$ cat src/rtl/ram512x32_rr_arb_if.sv
// Requester A/B handshake and block-RAM pin bundle for ram512x32_rr_arb.
// The slave modport is the arbiter; the master modport is the clients plus the RAM.
interface ram512x32_rr_arb_if #(
    parameter int ADDR_W = 9,
    parameter int DATA_W = 32,
    parameter int BE_W   = 4
);
    logic              ReqA;
    logic              WeA;
    logic [BE_W-1:0]   BeA;
    logic [ADDR_W-1:0] AddrA;
    logic [DATA_W-1:0] WdA;
    logic              GntA;
    logic              RvalidA;
    logic [DATA_W-1:0] RdA;

    logic              ReqB;
    logic              WeB;
    logic [BE_W-1:0]   BeB;
    logic [ADDR_W-1:0] AddrB;
    logic [DATA_W-1:0] WdB;
    logic              GntB;
    logic              RvalidB;
    logic [DATA_W-1:0] RdB;

    logic [ADDR_W-1:0] RamWA;
    logic [ADDR_W-1:0] RamRA;
    logic [DATA_W-1:0] RamWD;
    logic [BE_W-1:0]   RamWEN;
    logic              RamWClkEn;
    logic              RamRClkEn;
    logic [DATA_W-1:0] RamRD;

    logic              InitDone;
    logic              Busy;

    modport slave (
        input  ReqA, WeA, BeA, AddrA, WdA,
        output GntA, RvalidA, RdA,
        input  ReqB, WeB, BeB, AddrB, WdB,
        output GntB, RvalidB, RdB,
        output RamWA, RamRA, RamWD, RamWEN, RamWClkEn, RamRClkEn,
        input  RamRD,
        output InitDone, Busy
    );

    modport master (
        output ReqA, WeA, BeA, AddrA, WdA,
        input  GntA, RvalidA, RdA,
        output ReqB, WeB, BeB, AddrB, WdB,
        input  GntB, RvalidB, RdB,
        input  RamWA, RamRA, RamWD, RamWEN, RamWClkEn, RamRClkEn,
        output RamRD,
        input  InitDone, Busy
    );
endinterface

$ cat src/rtl/ram512x32_rr_arb.sv
// Round-robin sharing of one 512x32 byte-writable block RAM between requesters A and B.
// Define RAM512X32_ARB_CLEAR_EN to sweep CLEAR_VAL through every word after reset.
module ram512x32_rr_arb #(
    parameter int                ADDR_W    = 9,
    parameter int                DATA_W    = 32,
    parameter int                BE_W      = 4,
    parameter logic [DATA_W-1:0] CLEAR_VAL = 32'h0000_0000
) (
    input  logic              Clk,
    input  logic              Rst,
    ram512x32_rr_arb_if.slave bus
);
    typedef enum logic [0:0] {
        ST_CLEAR = 1'b0,
        ST_RUN   = 1'b1
    } state_e;

    state_e            state_r;
    state_e            state_s;
    logic              ptr_b_r;
    logic              rvalid_a_r;
    logic              rvalid_b_r;
    logic [DATA_W-1:0] rd_a_r;
    logic [DATA_W-1:0] rd_b_r;
    logic [ADDR_W-1:0] wa_hold_r;
    logic [ADDR_W-1:0] ra_hold_r;
    logic [DATA_W-1:0] wd_hold_r;
    logic [ADDR_W-1:0] clr_addr_s;

    logic              gnt_a_s;
    logic              gnt_b_s;
    logic              gnt_any_s;
    logic              clearing_s;
    logic              op_we_s;
    logic [BE_W-1:0]   op_be_s;
    logic [ADDR_W-1:0] op_addr_s;
    logic [DATA_W-1:0] op_wd_s;
    logic [ADDR_W-1:0] ram_wa_s;
    logic [ADDR_W-1:0] ram_ra_s;
    logic [DATA_W-1:0] ram_wd_s;
    logic [BE_W-1:0]   ram_wen_s;
    logic              ram_wclken_s;
    logic              ram_rclken_s;

`ifdef RAM512X32_ARB_CLEAR_EN
    localparam state_e RESET_STATE = ST_CLEAR;
    logic [ADDR_W-1:0] clr_addr_r;

    // Clear sweep address, restarting at zero on every reset.
    always_ff @(posedge Clk) begin
        if (Rst) begin
            clr_addr_r <= {ADDR_W{1'b0}};
        end else if (state_r == ST_CLEAR) begin
            clr_addr_r <= clr_addr_r + {{(ADDR_W-1){1'b0}}, 1'b1};
        end
    end

    assign clr_addr_s = clr_addr_r;
`else
    localparam state_e RESET_STATE = ST_RUN;
    assign clr_addr_s = {ADDR_W{1'b0}};
`endif

    assign clearing_s = ~Rst & (state_r == ST_CLEAR);
    assign gnt_any_s  = gnt_a_s | gnt_b_s;

    // Round-robin grant; on contention the side not granted last wins.
    always_comb begin
        gnt_a_s = 1'b0;
        gnt_b_s = 1'b0;
        if (Rst || (state_r != ST_RUN)) begin
            gnt_a_s = 1'b0;
            gnt_b_s = 1'b0;
        end else if (bus.ReqA && bus.ReqB) begin
            gnt_a_s = ~ptr_b_r;
            gnt_b_s = ptr_b_r;
        end else begin
            gnt_a_s = bus.ReqA;
            gnt_b_s = bus.ReqB;
        end
    end

    // Fields of the granted side.
    always_comb begin
        op_we_s   = bus.WeA;
        op_be_s   = bus.BeA;
        op_addr_s = bus.AddrA;
        op_wd_s   = bus.WdA;
        if (gnt_b_s) begin
            op_we_s   = bus.WeB;
            op_be_s   = bus.BeB;
            op_addr_s = bus.AddrB;
            op_wd_s   = bus.WdB;
        end else begin
            op_we_s   = bus.WeA;
            op_be_s   = bus.BeA;
            op_addr_s = bus.AddrA;
            op_wd_s   = bus.WdA;
        end
    end

    // RAM pins: the clear sweep or the granted op; otherwise enables drop and buses hold.
    always_comb begin
        ram_wa_s     = wa_hold_r;
        ram_ra_s     = ra_hold_r;
        ram_wd_s     = wd_hold_r;
        ram_wen_s    = {BE_W{1'b0}};
        ram_wclken_s = 1'b0;
        ram_rclken_s = 1'b0;
        if (clearing_s) begin
            ram_wa_s     = clr_addr_s;
            ram_wd_s     = CLEAR_VAL;
            ram_wen_s    = {BE_W{1'b1}};
            ram_wclken_s = 1'b1;
        end else if (gnt_any_s && op_we_s) begin
            ram_wa_s     = op_addr_s;
            ram_wd_s     = op_wd_s;
            ram_wen_s    = op_be_s;
            ram_wclken_s = 1'b1;
        end else if (gnt_any_s) begin
            ram_ra_s     = op_addr_s;
            ram_rclken_s = 1'b1;
        end else begin
            ram_wen_s    = {BE_W{1'b0}};
        end
    end

    // Next state: the sweep ends once the last address has been written.
    always_comb begin
        state_s = state_r;
        case (state_r)
            ST_CLEAR: begin
                if (&clr_addr_s) begin
                    state_s = ST_RUN;
                end else begin
                    state_s = ST_CLEAR;
                end
            end
            ST_RUN:  state_s = ST_RUN;
            default: state_s = ST_RUN;
        endcase
    end

    // State, priority pointer, read-return tracking and held RAM buses.
    always_ff @(posedge Clk) begin
        if (Rst) begin
            state_r    <= RESET_STATE;
            ptr_b_r    <= 1'b0;
            rvalid_a_r <= 1'b0;
            rvalid_b_r <= 1'b0;
            rd_a_r     <= {DATA_W{1'b0}};
            rd_b_r     <= {DATA_W{1'b0}};
            wa_hold_r  <= {ADDR_W{1'b0}};
            ra_hold_r  <= {ADDR_W{1'b0}};
            wd_hold_r  <= {DATA_W{1'b0}};
        end else begin
            state_r    <= state_s;
            if (gnt_a_s) begin
                ptr_b_r <= 1'b1;
            end else if (gnt_b_s) begin
                ptr_b_r <= 1'b0;
            end
            rvalid_a_r <= gnt_a_s & ~op_we_s;
            rvalid_b_r <= gnt_b_s & ~op_we_s;
            if (rvalid_a_r) begin
                rd_a_r <= bus.RamRD;
            end
            if (rvalid_b_r) begin
                rd_b_r <= bus.RamRD;
            end
            wa_hold_r  <= ram_wa_s;
            ra_hold_r  <= ram_ra_s;
            wd_hold_r  <= ram_wd_s;
        end
    end

    // Read data is live from the RAM in the return cycle and held afterwards.
    assign bus.GntA      = gnt_a_s;
    assign bus.GntB      = gnt_b_s;
    assign bus.RvalidA   = rvalid_a_r & ~Rst;
    assign bus.RvalidB   = rvalid_b_r & ~Rst;
    assign bus.RdA       = Rst ? {DATA_W{1'b0}} : (rvalid_a_r ? bus.RamRD : rd_a_r);
    assign bus.RdB       = Rst ? {DATA_W{1'b0}} : (rvalid_b_r ? bus.RamRD : rd_b_r);
    assign bus.RamWA     = ram_wa_s;
    assign bus.RamRA     = ram_ra_s;
    assign bus.RamWD     = ram_wd_s;
    assign bus.RamWEN    = ram_wen_s;
    assign bus.RamWClkEn = ram_wclken_s;
    assign bus.RamRClkEn = ram_rclken_s;
    assign bus.InitDone  = ~Rst & (state_r == ST_RUN);
    assign bus.Busy      = ~Rst & (gnt_any_s | rvalid_a_r | rvalid_b_r | clearing_s);
endmodule

$ cat src/flat_wrapper.sv
// flat-port wrapper written by rule: the top's interface ports become plain ports
module ram512x32_rr_arb_flat 
#(
    parameter int                ADDR_W    = 9,
    parameter int                DATA_W    = 32,
    parameter int                BE_W      = 4,
    parameter logic [DATA_W-1:0] CLEAR_VAL = 32'h0000_0000
)
  (Clk, Rst, bus_ReqA, bus_WeA, bus_BeA, bus_AddrA, bus_WdA, bus_GntA, bus_RvalidA, bus_RdA, bus_ReqB, bus_WeB, bus_BeB, bus_AddrB, bus_WdB, bus_GntB, bus_RvalidB, bus_RdB, bus_RamWA, bus_RamRA, bus_RamWD, bus_RamWEN, bus_RamWClkEn, bus_RamRClkEn, bus_RamRD, bus_InitDone, bus_Busy);
  ram512x32_rr_arb_if #(.ADDR_W(ADDR_W), .DATA_W(DATA_W), .BE_W(BE_W)) bus_i ();
  input  logic Clk;
  input  logic Rst;
  input wire logic [$bits(bus_i.ReqA)-1:0] bus_ReqA;
  input wire logic [$bits(bus_i.WeA)-1:0] bus_WeA;
  input wire logic [$bits(bus_i.BeA)-1:0] bus_BeA;
  input wire logic [$bits(bus_i.AddrA)-1:0] bus_AddrA;
  input wire logic [$bits(bus_i.WdA)-1:0] bus_WdA;
  output wire logic [$bits(bus_i.GntA)-1:0] bus_GntA;
  output wire logic [$bits(bus_i.RvalidA)-1:0] bus_RvalidA;
  output wire logic [$bits(bus_i.RdA)-1:0] bus_RdA;
  input wire logic [$bits(bus_i.ReqB)-1:0] bus_ReqB;
  input wire logic [$bits(bus_i.WeB)-1:0] bus_WeB;
  input wire logic [$bits(bus_i.BeB)-1:0] bus_BeB;
  input wire logic [$bits(bus_i.AddrB)-1:0] bus_AddrB;
  input wire logic [$bits(bus_i.WdB)-1:0] bus_WdB;
  output wire logic [$bits(bus_i.GntB)-1:0] bus_GntB;
  output wire logic [$bits(bus_i.RvalidB)-1:0] bus_RvalidB;
  output wire logic [$bits(bus_i.RdB)-1:0] bus_RdB;
  output wire logic [$bits(bus_i.RamWA)-1:0] bus_RamWA;
  output wire logic [$bits(bus_i.RamRA)-1:0] bus_RamRA;
  output wire logic [$bits(bus_i.RamWD)-1:0] bus_RamWD;
  output wire logic [$bits(bus_i.RamWEN)-1:0] bus_RamWEN;
  output wire logic [$bits(bus_i.RamWClkEn)-1:0] bus_RamWClkEn;
  output wire logic [$bits(bus_i.RamRClkEn)-1:0] bus_RamRClkEn;
  input wire logic [$bits(bus_i.RamRD)-1:0] bus_RamRD;
  output wire logic [$bits(bus_i.InitDone)-1:0] bus_InitDone;
  output wire logic [$bits(bus_i.Busy)-1:0] bus_Busy;
  assign bus_i.ReqA = bus_ReqA;
  assign bus_i.WeA = bus_WeA;
  assign bus_i.BeA = bus_BeA;
  assign bus_i.AddrA = bus_AddrA;
  assign bus_i.WdA = bus_WdA;
  assign bus_GntA = bus_i.GntA;
  assign bus_RvalidA = bus_i.RvalidA;
  assign bus_RdA = bus_i.RdA;
  assign bus_i.ReqB = bus_ReqB;
  assign bus_i.WeB = bus_WeB;
  assign bus_i.BeB = bus_BeB;
  assign bus_i.AddrB = bus_AddrB;
  assign bus_i.WdB = bus_WdB;
  assign bus_GntB = bus_i.GntB;
  assign bus_RvalidB = bus_i.RvalidB;
  assign bus_RdB = bus_i.RdB;
  assign bus_RamWA = bus_i.RamWA;
  assign bus_RamRA = bus_i.RamRA;
  assign bus_RamWD = bus_i.RamWD;
  assign bus_RamWEN = bus_i.RamWEN;
  assign bus_RamWClkEn = bus_i.RamWClkEn;
  assign bus_RamRClkEn = bus_i.RamRClkEn;
  assign bus_i.RamRD = bus_RamRD;
  assign bus_InitDone = bus_i.InitDone;
  assign bus_Busy = bus_i.Busy;
  ram512x32_rr_arb #(.ADDR_W(ADDR_W), .DATA_W(DATA_W), .BE_W(BE_W), .CLEAR_VAL(CLEAR_VAL)) u_core (.Clk(Clk), .Rst(Rst), .bus(bus_i));
endmodule
$ cat config.mk
export PLATFORM = sky130hd
export DESIGN_NAME = ram512x32_rr_arb_flat
export DESIGN_NICKNAME = d
export VERILOG_FILES = /design/src/rtl/ram512x32_rr_arb_if.sv /design/src/rtl/ram512x32_rr_arb.sv /design/src/flat_wrapper.sv
export SDC_FILE = /design/constraint.sdc
export NUM_CORES = 1
export LEC_CHECK = 0
export CORE_MARGIN = 8
export CORE_UTILIZATION = 38
export CTS_BUF_LIST = sky130_fd_sc_hd__clkbuf_4 sky130_fd_sc_hd__clkbuf_8
export CTS_CLUSTER_DIAMETER = 80
export DETAILED_ROUTE_END_ITERATION = 10
export PLACE_DENSITY = 0.8
export SETUP_SLACK_MARGIN = 0.3
export SYNTH_ARGS = -nofsm -noshare
export SYNTH_HDL_FRONTEND = slang
export SYNTH_SLANG_ARGS = --single-unit
$ cat constraint.sdc
create_clock -name Clk -period 1.7 [get_ports Clk]
set_input_delay 0.425 -clock Clk [delete_from_list [all_inputs] [get_ports Clk]]
set_output_delay 0.425 -clock Clk [all_outputs]
set_load 0.01 [all_outputs]
### Yosys cells after proc, flatten, opt, wreduce, memory -nomap -nowiden

Cells that the tools add are included.

* bits in registers: 118
* output and inout port bits: 126

* muxes and demuxes: 29
* bitwise operators: 15
* reductions and logical operators: 4

Operators by type and width (count)
* two-way mux 32 bit: 7
* two-way mux 9 bit: 6
* two-way mux 1 bit: 12
* two-way mux 4 bit: 3
* bitwise AND 1 bit: 7
* inverter 1 bit: 4
* bitwise OR 1 bit: 4
* logical AND 1 bit: 2
* case mux 1 bit (2 select lines): 1
* nonzero test 2 bit: 1
* logical OR 1 bit: 1

### Logic depth before layout (Yosys ltp)

Gate-level depths: netlist of run 1.

* word-level depth: 8
* depth in mapped cells: 6
* gate-level depth less buffers: 5

### Least setup slack after synthesis of run 1

No wires, ideal clock.

* path kind: input-to-output
* start: in bus_ReqA
* end: out bus_RamRA[0]
* arrival: 1.365 ns
* data required time: 1.275 ns
* path slack: -0.090 ns
* cell stages on the path: 4
* path buffers: 0
* path through: nor2b_1 > o32ai_4 > nand2_2 > o21ai_0

* longest elaborated chain between the ends: 7
* elaborated cells between the ends (all ways): 12
* classes of those cells: mux (9); bitwise (1); reduce/logical (2)

Ends and longest elaborated chain
* start: declaration: line flat_wrapper.sv:13 `input wire logic [$bits(bus_i.ReqA)-1:0] bus_ReqA;`
* logical AND 1 bit: line ram512x32_rr_arb.sv:74 `end else if (bus.ReqA && bus.ReqB) begin`
* two-way mux 1 bit: line ram512x32_rr_arb.sv:74
* two-way mux 1 bit: line ram512x32_rr_arb.sv:71 `if (Rst || (state_r != ST_RUN)) begin`
* two-way mux 9 bit, or another cell as far along: line ram512x32_rr_arb.sv:89 `if (gnt_b_s) begin`
* two-way mux 9 bit or logical AND 1 bit (tied branches): line ram512x32_rr_arb.sv:120, ram512x32_rr_arb.sv:115
* two-way mux 9 bit (*): line ram512x32_rr_arb.sv:115 `end else if (gnt_any_s && op_we_s) begin`
* two-way mux 9 bit (*): line ram512x32_rr_arb.sv:110 `if (clearing_s) begin`
* end: declaration: line flat_wrapper.sv:30 `output wire logic [$bits(bus_i.RamRA)-1:0] bus_RamRA;`

Mark *: on every way between the ends. The rest lies on a longest branch, timed or not.

### Worst setup path in the final report of run 1

* start: reg u_core.ptr_b_r
* end: out bus_RamWA[2]

* longest elaborated chain between the ends: 7
* elaborated cells between the ends (all ways): 11
* classes of those cells: mux (8); bitwise (2); reduce/logical (1)

Ends and longest elaborated chain
* start: declaration: line ram512x32_rr_arb.sv:20 `logic ptr_b_r;`
* start signal: assignment: line ram512x32_rr_arb.sv:148 `ptr_b_r <= 1'b0;`
* start signal: assignment: line ram512x32_rr_arb.sv:159 `ptr_b_r <= 1'b1;`
* start signal: assignment: line ram512x32_rr_arb.sv:161 `ptr_b_r <= 1'b0;`
* inverter 1 bit: line ram512x32_rr_arb.sv:75 `gnt_a_s = ~ptr_b_r;`
* two-way mux 1 bit: line ram512x32_rr_arb.sv:74
* two-way mux 1 bit: line ram512x32_rr_arb.sv:71
* bitwise OR 1 bit: line ram512x32_rr_arb.sv:65 `assign gnt_any_s = gnt_a_s | gnt_b_s;`
* logical AND 1 bit: line ram512x32_rr_arb.sv:115
* two-way mux 9 bit (*): line ram512x32_rr_arb.sv:115
* two-way mux 9 bit (*): line ram512x32_rr_arb.sv:110
* end: declaration: line flat_wrapper.sv:29 `output wire logic [$bits(bus_i.RamWA)-1:0] bus_RamWA;`

Marks and branches as above.

==> results of run 1 <==
[per-layer routing]
metal	vias up	global-route usage [%]	part of all wire (%)
met5	-	0	0.039
met4	2	12.44	6.4
met3	169	8.117	8.0
met2	562	54.35	52
met1	3447	29.98	34
li1	3015	-	-
[registers in the layout, summed over array words and instances, names as in the netlist]
| signal | flops |
|---|---|
| u_core.ra_hold_r | 9 |
| u_core.wa_hold_r | 9 |
| u_core.wd_hold_r | 32 |
| u_core.ptr_b_r | 1 |
| u_core.rd_b_r | 32 |
| u_core.rvalid_a_r | 1 |
| u_core.rd_a_r | 32 |
| u_core.rvalid_b_r | 1 |
[cell families after synthesis]
logic type / after synthesis
compound gates: 212
flops: 117
mux: 105
simple gates: 85
buf+inv: 54
[power by group]
part	switching (mW)	internal, mW	leakage, nW	total [mW]
sequential	0.123	2.90	0.960	3.02
combinational	1.43	1.64	3.93	3.07
clock	1.37	1.55	0.206	2.91
total	2.92	6.09	5.09	9.01
[layout make-up]
cell class | count | area, µm²
tap | 176 | 220.2
clock buffer | 19 | 261.5
sequential | 117 | 2354
timing repair buffer | 508 | 5278
antenna | 1 | 2.502
multi-input combinational | 402 | 4004
clock inverter | 13 | 172.7
fill | 413 | 865.8
inverter | 5 | 32.53
[synth_stat cells]
master | instances | share of area (%)
nor4_1 | 1 | 0.12
mux2i_1 | 105 | 21
clkbuf_1 | 23 | 1.7
a21oi_1 | 55 | 5.4
nor2b_1 | 3 | 0.37
o21ai_0 | 145 | 14
o21ai_1 | 5 | 0.49
o32a_1 | 1 | 0.20
nor2_1 | 69 | 5.1
clkbuf_2 | 4 | 0.39
a32oi_1 | 1 | 0.17
a21boi_1 | 1 | 0.15
dfxtp_1 | 117 | 46
buf_1 | 5 | 0.37
o21a_1 | 1 | 0.15
nand2_2 | 2 | 0.25
inv_1 | 3 | 0.22
buf_4 | 2 | 0.29
nand2b_1 | 1 | 0.12
nand2_1 | 8 | 0.59
a32o_1 | 1 | 0.20
o32ai_4 | 1 | 0.54
a21bo_2 | 1 | 0.20
buf_2 | 12 | 1.2
buf_6 | 3 | 0.66
nand3_1 | 1 | 0.098
inv_2 | 2 | 0.15
[path summary, 6_finish.rpt]
check	slack [ns]	endpoint	startpoint	cells past startpoint
worst max register to register	-0.29	u_core.rd_a_r[0]	u_core.rvalid_a_r	13
worst max-delay path	-0.86	bus_RamWA[2]	u_core.ptr_b_r	8
worst min register to register	0.54	u_core.rd_b_r[5]	u_core.rd_b_r[5]	2
worst min-delay path	0.52	u_core.rd_b_r[20]	bus_RamRD[20]	3
[per-stage QoR]
stage	hold slack (ns)	setup TNS (ns)	cell area (µm²)	util [%]	setup slack [ns]
finish	0.5169	-72.58	12320	93.44	-0.8640
global route	0.5272	-78.38	12320	93.44	-0.9145
CTS	0.4252	-57.74	11240	85.21	-0.8041
detailed placement	0.5020	-137.36	8980	68.08	-1.265
global placement	0.4894	-130.84	8980	68.08	-1.237
floorplan	0.4831	-0.06414	6001	-	-0.01519
[worst max-delay path, cell delays in order, from the launching register on]
cell	delay, ns
dfxtp_4	0.38
nand2b_4	0.18
nand3_4	0.13
buf_4	0.17
buf_12	0.14
buf_6	0.12
mux2i_4	0.19
o21ai_1	0.20
buf_2	0.17
[cell usage in the layout (no fill, tap or decap), drive strengths merged]
cell           Yosys  routed
o21ai            150     150
a21oi             55      55
buf               22     377
clkdlybuf4s50      0     121
nand3              1       1
nor2              69      69
mux2i            105     105
inv                5       7
nor4               1       1
o32ai              1       1
a32o               1       1
clkinv             0       3
clkbuf            27      21
clkinvlp           0       5
a21boi             1       1
o32a               1       1
clkdlybuf4s15      0       2
o21a               1       1
dfxtp            117     117
a32oi              1       1
nor2b              3       3
a21bo              1       1
dlygate4sd2        0       3
nand2             10      10
nand2b             1       1
bufbuf             0       3
bufinv             0       3
diode              0       1
[repair_timing]
item | in CTS | in global routing
endpoints found under the setup margin | 177 | 181
resized for setup | 764 | 166
setup buffers | 101 | 59
cloned | 18 | 2
pin swaps | 50 | 70
endpoints found under the hold margin | 0 | 0
==> results.toml, run 1 <==
[status]
status = "finished, violations left"
violations = "setup timing"

[cts]
h-tree-depth = 4
hold_buffers = 0
cts.sinks = 117
cts_buffer_depth = 2
clockRootBuffer = "clkbuf_8"
clkTransAtPathRegs_ns = 0.08
cts_tree = "done"
clk_latency_ns = 0.46
cts_buffers = 17

[route]
dr.pass1.iters = 6
final_antenna_net_count = 0
drc = 0
dr.first_iter.drc_count = 515
post_drt_wl_per_cell_um = 26.73
wirelength_mm = 33.17
num_vias = 7195
drt-vias-per-instance = 5.798

[power]
p_leak_nw = 5.093
power.density_nw_per_um2 = 730.7
vdd_drop_max_uv = 540.2
total_power_mw = 9.005

[sta]
worst_pin_slew_ns = 0.4401
finalSetupViolCount = 152
period_needed_ns = 2.564
finClkSkew_ns = 0.007699
slew-limit-headroom_pct = 70.35
drv_slew = 0
fmax_mhz = 390.0
layout_setup_ws_ns = -0.8640
period_share_pct = 150.8
final-hold-violation-count = 0
rsz0062_at_grt = "yes"

[floorplanning]
io_pins = 254
initial_utilization_pct = 38.60
design.die.area_um2 = 17360
die_w_um = 131.8
fp-row-count = 42
die_h_um = 131.8
core_area_um2 = 13190

[worst_setup_path]
crit_arrival_ns = 2.14
path_class = "reg -> out"
crit_required_ns = 1.27
cp-start-kind = "register"
path_max_fanout = 6
crit_path_end_kind = "output port"

[place]
port_buffers = 253
placed_cells = 1028
dpl.hpwl_mm = 14.58
routabilityCongestion = 0.8402

[yosys]
synth_fa_ha_area_share_pct = 0
synth-compound-area-share_pct = 21.75
ys_types = 27
netlist_area_um2 = 5091
synthMuxAreaShare_pct = 20.64
ys_seq_area_share_pct = 46.01
syn_nets = 701
syn_avg_cell_area_um2 = 8.885
yosys_warnings = 0
syn_inst = 573
synthSimpleGateAreaFrac_pct = 6.636
synth_top_family_by_area = "compound AO/OA/AOI/OAI gates"
ys_ff_latch = 117
synth_xor_area_share_pct = 0

[global_route]
grt_util_all_layers_pct = 29.20
grt_overflow = 0
antenna_found_initial = 2
grt_pass1_wl_mm = 40.19
grt_pass1_vias = 7133
grt_max_degree = 83

[run]
drv_cap = 0

[cells_and_area]
syn_to_final_growth_pct = 142.1
drive_gt1_share_pct = 58.83
finalNonFillerCells = 1241
layout.nets = 1179

[hold_path]
hold_class = "in -> reg"
Note: power is estimated with default switching activity, not from simulation.
==> run 2, diff against run 1 <==
--- a/config.mk
+++ b/config.mk
@@ -9,8 +9,9 @@
 export CORE_UTILIZATION = 38
 export CTS_BUF_LIST = sky130_fd_sc_hd__clkbuf_4 sky130_fd_sc_hd__clkbuf_8
 export CTS_CLUSTER_DIAMETER = 80
+export CTS_CLUSTER_SIZE = 24
 export DETAILED_ROUTE_END_ITERATION = 10
-export PLACE_DENSITY = 0.8
+export PLACE_DENSITY = 0.83
 export SETUP_SLACK_MARGIN = 0.3
 export SYNTH_ARGS = -nofsm -noshare
 export SYNTH_HDL_FRONTEND = slang
==> constraint.sdc (replaced) <==
create_clock -name Clk -period 1.7 [get_ports Clk]
set_input_delay 0.425 -clock Clk [delete_from_list [all_inputs] [get_ports Clk]]
set_output_delay 0.425 -clock Clk [all_outputs]
set_load 0.005 [all_outputs]
==> results.toml, run 2 (synthesis results as in run 1) <==
[cells_and_area]
finalNonFillerCells = 1312
drive_gt1_share_pct = 62.08
syn_to_final_growth_pct = 146.9
multi_input_area_um2 = 3829
fin_util_pct = 95.30
final_cell_mix = "buf_6, buf_4, clkdlybuf4s50_1"
layout_commonest_cell = "buf_6"
reg_top3 = "u_core.rd_a_r: 32 flops, u_core.rd_b_r: 32 flops, u_core.wd_hold_r: 32 flops"
layout.nets = 1249
area.sequential_um2 = 2354
fill_cells = 311

[hold_path]
holdCritStartpoint = "u_core.wd_hold_r[26]"
whs_path_depth = 2
hold_end = "u_core.wd_hold_r[26]"
hold_class = "reg -> reg"

[sta]
final-hold-violation-count = 0
finalSetupViolCount = 160
finClkSkew_ns = 0.01307
slew-limit-headroom_pct = 60.56
drv_slew = 0
layout_setup_ws_ns = -0.9719
period_needed_ns = 2.672
fmax_mhz = 374.3
rsz0062_at_grt = "yes"
period_share_pct = 157.2
worst_pin_slew_ns = 0.5751
hold_slack_ns = 0.5438

[power]
vdd_drop_max_uv = 465.7
p_sw_mw = 3.004
total_power_mw = 8.860
p_int_mw = 5.855
p_clk_share_pct = 31.2
power.share.sequential_pct = 34.5
share_comb_of_total_power_pct = 34.3
p_leak_nw = 5.428
power.density_nw_per_um2 = 704.8
switching_share_pct = 33.91

[cts]
cts_tree = "done"
hold_buffers = 0
h-tree-depth = 4
clkTransAtPathRegs_ns = 0.09
clockRootBuffer = "clkbuf_8"
cts_buffers = 17
cts_buffer_depth = 2
cts.sinks = 117
clk_latency_ns = 0.47

[floorplanning]
fp-row-count = 42
io_pins = 254
die_h_um = 131.8
initial_utilization_pct = 38.60
core_area_um2 = 13190
design.die.area_um2 = 17360
die_w_um = 131.8

[global_route]
antenna_found_initial = 2
grt_pass1_vias = 7167
grt_pass1_wl_mm = 42.19
grt_max_degree = 32
grt_overflow = 0
grt_util_all_layers_pct = 30.76

[worst_setup_path]
cpMaxStageDelayCell = "o21ai_0"
worstRegToRegCells = 16
path_class = "reg -> out"
crit_chain = "buf_6 > a21boi_4 > a32oi_4 > buf_6 > buf_2 > o21ai_0 > o21ai_2 > buf_2"
regToRegSetupSlack_ns = -0.64
reg2reg_from = "u_core.rvalid_a_r"
cp-start-kind = "register"
cpLargestDelayFamily = "compound AO/OA/AOI/OAI gates"
crit_path_end_kind = "output port"
worst-path-buf-inv = 4
cp_slowest_stage_delay_ns = 0.40
crit_arrival_ns = 2.25
path_max_fanout = 5
crit_required_ns = 1.27
r2r-end = "u_core.rd_a_r[19]"

[route]
drt-vias-per-instance = 6.290
post_drt_wl_per_cell_um = 30.87
wirelength_mm = 40.50
dr.first_iter.drc_count = 1168
dr.pass1.iters = 8
final_antenna_net_count = 0
drc = 0
num_vias = 8253

[place]
dpl.hpwl_mm = 13.18
pre_cts_ws_ns = -1.322
port_buffers = 253
placed_cells = 1026
routabilityCongestion = 0.7502

[status]
violations = "setup timing"
status = "finished, violations left"

[run]
drv_cap = 0
## run 2: through the flow
step	setup TNS, ns	area, µm²
floorplan	0	5534
global placement	-120.05	8509
detailed placement	-128.08	8509
CTS	-59.82	10860
global route	-89.37	12570
finish	-82.85	12570
## run 2: cell type report
class,instances,area share (%)
Multi-Input combinational cell,404,30.46
Inverter,5,0.3085
Antenna cell,2,0.03981
Tap cell,176,1.752
Sequential cell,117,18.72
Clock inverter,12,1.045
Timing Repair Buffer,576,45.64
Clock buffer,20,2.040
## run 2: worst max-delay path by stage
stage / cells past startpoint / slack [ns] / end / from
2_1_floorplan: 4 / 0.04 / bus_RamRA[1] / bus_ReqA
3_3_place_gp: 7 / -1.30 / bus_RamWD[31] / bus_ReqA
3_5_place_dp: 7 / -1.32 / bus_RamWD[31] / bus_ReqA
4_1_cts: 9 / -0.78 / bus_RamWD[14] / u_core.ptr_b_r
5_1_grt: 8 / -1.05 / bus_RamWD[27] / u_core.ptr_b_r
6_report: 8 / -0.97 / bus_RamWD[27] / u_core.ptr_b_r
## run 2: per-layer routing
layer / GRT usage [%] / wire length [µm] / vias up
met1: 33.36 / 13690 / 3860
li1: - / - / 3155
met5: 0 / 0 / -
met3: 8.613 / 4881 / 300
met4: 14.55 / 3453 / 0
met2: 54.35 / 18470 / 938
## run 2: tightest hold or removal path: cells and delay by family, from the launching register on
kind               cells  cell delay (ns)
AOI/OAI and AO/OA      2             0.17
DFF                    1             0.33
## run 2: repair_timing
action	in CTS	in global routing
pin swaps	78	82
gates cloned	20	7
endpoints found under the setup margin	177	191
setup buffers	153	72
resized for setup	755	270
endpoints found under the hold margin	0	0
## run 2: power by group through the flow
stage / logic, mW / registers (mW) / clock network, mW
4_1_cts: 2.22 / 2.98 / 2.56
6_report: 3.04 / 3.06 / 2.76
2_1_floorplan: 0.747 / 3.01 / 0
5_1_grt: 3.11 / 3.06 / 2.85
3_3_place_gp: 1.69 / 3.02 / 0
3_5_place_dp: 1.71 / 3.02 / 0
